### config.mk
export PLATFORM = sky130hd
export DESIGN_NAME = axi_stream_burst_writer
export DESIGN_NICKNAME = d
export VERILOG_FILES = /design/src/rtl/axi_stream_burst_writer.sv
export SDC_FILE = /design/constraint.sdc
export NUM_CORES = 1
export LEC_CHECK = 0
export CELL_PAD_IN_SITES_DETAIL_PLACEMENT = 1
export CELL_PAD_IN_SITES_GLOBAL_PLACEMENT = 1
export CORE_MARGIN = 5
export CORE_UTILIZATION = 24
export CTS_BUF_LIST = sky130_fd_sc_hd__clkbuf_4 sky130_fd_sc_hd__clkbuf_8
export CTS_CLUSTER_SIZE = 24
export DETAILED_ROUTE_END_ITERATION = 8
export PLACE_DENSITY = 0.95
export SKIP_CTS_REPAIR_TIMING = 1
export SLEW_MARGIN = 20
export SYNTH_ARGS = -nofsm -noshare
export SYNTH_HDL_FRONTEND = slang
export SYNTH_SLANG_ARGS = --single-unit
### constraint.sdc
create_clock -name clk -period 5.25 [get_ports clk]
set_clock_uncertainty 0.15 [all_clocks]
set_input_delay 1.3125 -clock clk [delete_from_list [all_inputs] [get_ports clk]]
set_output_delay 1.3125 -clock clk [all_outputs]
set_load 0.03 [all_outputs]
### src/rtl/axi_stream_burst_writer.sv
// Single-shot AXI4 INCR write burst controller: pulls words from a ready/valid
// source FIFO, writes them as one burst, appends a zero-strobe beat, then latches done.
module axi_stream_burst_writer (
   input  logic        clk,
   input  logic        rst,
   output logic [15:0] m_axi_awaddr,
   output logic [1:0]  m_axi_awburst,
   output logic [7:0]  m_axi_awlen,
   output logic [2:0]  m_axi_awsize,
   output logic        m_axi_awvalid,
   input  logic        m_axi_awready,
   output logic [31:0] m_axi_wdata,
   output logic [3:0]  m_axi_wstrb,
   output logic        m_axi_wvalid,
   input  logic        m_axi_wready,
   output logic        m_axi_bready,
   output logic        m_axi_rready,
   output logic        m_axi_arvalid,
   output logic [15:0] m_axi_araddr,
   output logic [1:0]  m_axi_arburst,
   output logic [7:0]  m_axi_arlen,
   output logic [2:0]  m_axi_arsize,
   input  logic        m_axi_bvalid,
   input  logic        m_axi_rvalid,
   input  logic        m_axi_arready,
   input  logic [31:0] m_axi_rdata,
   input  logic [31:0] src_out_data,
   input  logic        src_read_ready,
   output logic        src_read_valid,
   output logic [31:0] src_in_data,
   output logic        src_write_valid,
   input  logic        src_write_ready,
   output logic [7:0]  len_raddr,
   input  logic [7:0]  len_rdata,
   output logic [7:0]  len_waddr,
   output logic [7:0]  len_wdata,
   output logic        len_wen,
   output logic [15:0] addr_raddr,
   input  logic [15:0] addr_rdata,
   output logic [15:0] addr_waddr,
   output logic [15:0] addr_wdata,
   output logic        addr_wen,
   output logic        valid
);

   typedef enum logic [3:0] {
      S0 = 4'd0, S1 = 4'd1, S2 = 4'd2, S3 = 4'd3, S4 = 4'd4,
      S5 = 4'd5, S6 = 4'd6, S7 = 4'd7, S8 = 4'd8, S9 = 4'd9
   } state_t;

   state_t      r_state, w_state_nxt;
   logic [7:0]  r_len_q, w_len_nxt;
   logic [7:0]  r_cnt, w_cnt_nxt;
   logic [31:0] r_data_q, w_data_nxt;
   logic        r_first, w_first_nxt;
   logic [7:0]  w_cnt_sel;
   logic [7:0]  w_cnt_inc;
   logic        w_unused;

   // Loop-carried counter: first pass starts from zero, later passes from the previous count.
   assign w_cnt_sel = r_first ? 8'd0 : r_cnt;
   assign w_cnt_inc = w_cnt_sel + 8'd1;

   assign m_axi_awaddr    = addr_rdata;
   assign m_axi_awlen     = len_rdata;
   assign m_axi_awburst   = 2'b01;
   assign m_axi_awsize    = 3'b101;
   assign m_axi_bready    = 1'b0;
   assign m_axi_rready    = 1'b0;
   assign m_axi_arvalid   = 1'b0;
   assign m_axi_araddr    = 16'd0;
   assign m_axi_arburst   = 2'd0;
   assign m_axi_arlen     = 8'd0;
   assign m_axi_arsize    = 3'd0;
   assign src_in_data     = 32'd0;
   assign src_write_valid = 1'b0;
   assign len_raddr       = 8'd0;
   assign len_waddr       = 8'd0;
   assign len_wdata       = 8'd0;
   assign len_wen         = 1'b0;
   assign addr_raddr      = 16'd0;
   assign addr_waddr      = 16'd0;
   assign addr_wdata      = 16'd0;
   assign addr_wen        = 1'b0;
   assign w_unused        = ^{m_axi_bvalid, m_axi_rvalid, m_axi_arready, m_axi_rdata, src_write_ready};

   // State and datapath registers.
   always_ff @(posedge clk) begin
      if (rst) begin
         r_state  <= S0;
         r_len_q  <= 8'd0;
         r_cnt    <= 8'd0;
         r_data_q <= 32'd0;
         r_first  <= 1'b1;
      end else begin
         r_state  <= w_state_nxt;
         r_len_q  <= w_len_nxt;
         r_cnt    <= w_cnt_nxt;
         r_data_q <= w_data_nxt;
         r_first  <= w_first_nxt;
      end
   end

   // Next-state and output decode.
   always_comb begin
      w_state_nxt    = r_state;
      w_len_nxt      = r_len_q;
      w_cnt_nxt      = r_cnt;
      w_data_nxt     = r_data_q;
      w_first_nxt    = r_first;
      m_axi_awvalid  = 1'b0;
      m_axi_wvalid   = 1'b0;
      m_axi_wdata    = 32'd0;
      m_axi_wstrb    = 4'h0;
      src_read_valid = 1'b0;
      valid          = 1'b0;
      case (r_state)
         S0: begin
            m_axi_awvalid = m_axi_awready;
            m_axi_wvalid  = m_axi_awready;
            w_first_nxt   = 1'b1;
            if (m_axi_awready) begin
               w_len_nxt   = len_rdata;
               w_state_nxt = S1;
            end else begin
               w_state_nxt = S0;
            end
         end
         S1: begin
            if (src_read_ready) begin
               w_cnt_nxt   = w_cnt_inc;
               w_state_nxt = S2;
            end else begin
               w_state_nxt = S1;
            end
         end
         S2: begin
            src_read_valid = 1'b1;
            w_state_nxt    = S3;
         end
         S3: begin
            w_data_nxt  = src_out_data;
            w_state_nxt = S4;
         end
         S4: begin
            if (m_axi_wready) begin
               w_state_nxt = S5;
            end else begin
               w_state_nxt = S4;
            end
         end
         S5: begin
            m_axi_wvalid = 1'b1;
            m_axi_wdata  = r_data_q;
            m_axi_wstrb  = 4'hF;
            w_state_nxt  = S6;
         end
         S6: begin
            w_first_nxt = 1'b0;
            // Signed compare: lengths of 0 or >= 128 end after a single beat.
            if ($signed(r_cnt) < $signed(r_len_q)) begin
               w_state_nxt = S1;
            end else begin
               w_state_nxt = S7;
            end
         end
         S7: begin
            if (m_axi_wready) begin
               w_state_nxt = S8;
            end else begin
               w_state_nxt = S7;
            end
         end
         S8: begin
            m_axi_wvalid = 1'b1;
            w_state_nxt  = S9;
         end
         S9: begin
            valid       = 1'b1;
            w_state_nxt = S9;
         end
         default: begin
            w_state_nxt = S0;
         end
      endcase
   end

endmodule

==> reports/qor.yml <==
timing:
  final_hold_viol_count: 0
  min_period_ps: 4390
  worst_pin_slew_ps: 883
  relSlewSlack: 0.411
  fin_crit_sh: 0.836
  max_freq_mhz: 228
  setup_violations: 0
  drv_slew: 0
  grt_setup_unrepaired: "false"
  setup_ws_ps: 861
  finalSetupTns_ps: 0
floorplan:
  fp.dieArea_um2: 18900
  core_area_um2: 15900
  initial_utilization: 0.245
  boundaryPins: 305
  dieWidth_um: 138
  rows: 46
  die_y_um: 138
min_path:
  hp-class: "reg2reg"
final_layout:
  post-route-cell-area_um2: 4350
  postLayoutCoreUtil: 0.273
  antenna_cells: 0
  nets: 664
  final_cell_mix: "144 x conb_1, 91 x clkdlybuf4s50_1, 72 x nand2_1"
  drive_above_1_share: 0.0429
  final_common_cell: "conb_1"
  num-fill-cells: 1970
  areaGrowthSynthToFinish_pct: 11.4
pwr:
  power.density_nw_per_um2: 218
  seqPwrFrac: 0.450
  p_int_w: 0.000582
  p_sw_w: 0.000368
  pwr-share-clk: 0.261
  switching_share: 0.388
  combPwrFrac: 0.289
  power.total_w: 0.000950
  vdd_drop_max_uv: 103
  leakage_nw: 1.79
global_routing:
  antenna_found_initial: 0
  grt_overflow: 0
  grt_pass1_vias: 2969
  grt_pass1_wl_um: 14500
  grt_max_degree: 46
  grt_usage: 0.0963
clocking:
  htree_levels: 2
  clock-sinks: 53
  numCtsBuffers: 5
  clockRootBuffer: "clkbuf_8"
  cts_tree: "yes"
  clkTransAtPathRegs_ps: 110
  worstSkewPairLatency_ps: 330
  clk_path_buf_depth: 2
synth:
  synth-simple-area-share: 0.207
  syn_inst: 509
  synth_compound_area_frac: 0.101
  synth_cell_types: 48
  synth_warnings: 0
  synth_top_family_by_area: "buffers and inverters"
  synth_ff_type: "dfxtp_1"
  ys_ff_latch: 53
  ys_async_sr_fraction: 0
  synth_edf_count: 0
  synth_xor_area_frac: 0
  syn_area_per_cell_um2: 7.67
  synth_mux_area_frac: 0.0231
  synth_area_um2: 3900
  synth_fa_ha_area_frac: 0.0256
  ys_seq_area_frac: 0.272
critical_path:
  worst-setup-path-type: "reg2out"
  worstPathMaxFanout: 21
  worst_ep_required_time_ps: 3790
  startpoint_type: "flip-flop"
  critPathArrivalTime_ps: 2930
  cp-end-kind: "output pin"
drt:
  drc: 0
  routed_wl_um: 9750
  antenna_left: 0
  wl_per_cell_um: 12.6
  dr.pass1.iters: 4
  via_per_inst: 3.77
  drt-initial-drc-count: 83
  vias: 2925
job:
  timing.max_cap.violations: 0
status:
  status: "finished, final reports clean"
placement:
  gp_congestion: 0.740
  portBuffers: 92
  pre_cts_ws_ps: 946
  dp_hpwl_um: 7810
  place_area_um2: 4260
[layout make-up]
cell class                 instances  area [µm²]  area share
tap                              216         270      0.0621
timing repair buffer              97         953       0.219
multi-input combinational        391        1930       0.444
inverter                          11        41.3     0.00949
clock buffer                       6        76.3      0.0175
sequential                        53        1060       0.244
clock inverter                     2        15.0     0.00345
[power by group through the flow]
stage          Clock, W  Combinational, W  Sequential (W)
4_1_cts        0.000271          0.000272        0.000428
3_5_place_dp          0          0.000271        0.000437
5_1_grt        0.000284          0.000295        0.000430
2_1_floorplan         0          0.000326        0.000428
6_report       0.000248          0.000274        0.000427
3_3_place_gp          0          0.000267        0.000436
[synthesized netlist by cell type, types with 2 or more instances]
library cell	n	area [µm²]
a211oi_1	2	15.0
a21oi_1	41	205
a31oi_1	3	18.8
and2_1	33	206
and3_1	2	12.5
and3_2	2	15.0
buf_2	11	55.1
buf_4	173	1300
clkbuf_1	8	30.0
clkbuf_2	3	15.0
conb_1	2	7.51
dfxtp_1	53	1060
ha_1	8	100
inv_1	11	41.3
mux2i_1	9	90.1
nand2_1	72	270
nand3_1	7	35.0
nor2_1	22	82.6
nor2_2	2	12.5
nor2b_1	4	25.0
nor3_1	2	10.0
nor4_1	2	12.5
o211ai_1	2	15.0
o21ai_0	9	45.0
or3_1	3	18.8
[metrics by stage]
stage	cells	hold WS, ps
3_3_place_gp	768	287
4_1_cts	776	310
6_report	776	304
3_5_place_dp	768	295
2_1_floorplan	651	282
5_1_grt	776	326
[layer usage]
| metal | global-route usage | vias up | share of wire |
|---|---|---|---|
| met3 | 0.0303 | 24 | 0.087 |
| li1 | - | 1413 | - |
| met1 | 0.103 | 1354 | 0.38 |
| met4 | 0.0416 | 0 | 0.028 |
| met5 | 0 | - | 0 |
| met2 | 0.173 | 134 | 0.50 |
[cell families after synthesis]
| kind of cell | Yosys count |
|---|---|
| simple gates | 163 |
| buf+inv | 207 |
| flops | 53 |
| compound gates | 67 |
| other cells | 2 |
| fa+ha+maj | 8 |
| mux | 9 |
[flip-flops by register name, indices dropped and copies added, names as in the netlist]
name and flops:
r_state 4, r_first 1, r_cnt 8, r_data_q 32
r_len_q 8
[critical path: stages, from the launching register on]
cell and delay (ps):
dfxtp_1 590, and2b_1 220, nand2_1 90, nor2_2 540, buf_4 310, and2_1 150
clkdlybuf4s50_1 690
[final timing paths]
check | from | endpoint | slack (ps) | cells past startpoint
max | r_state[2] | m_axi_wdata[27] | 860 | 6
min | r_data_q[19] | r_data_q[19] | 300 | 2
max reg2reg | r_state[1] | r_data_q[30] | 3090 | 4
min reg2reg | r_data_q[19] | r_data_q[19] | 300 | 2
(Power assumes the default switching activity.)
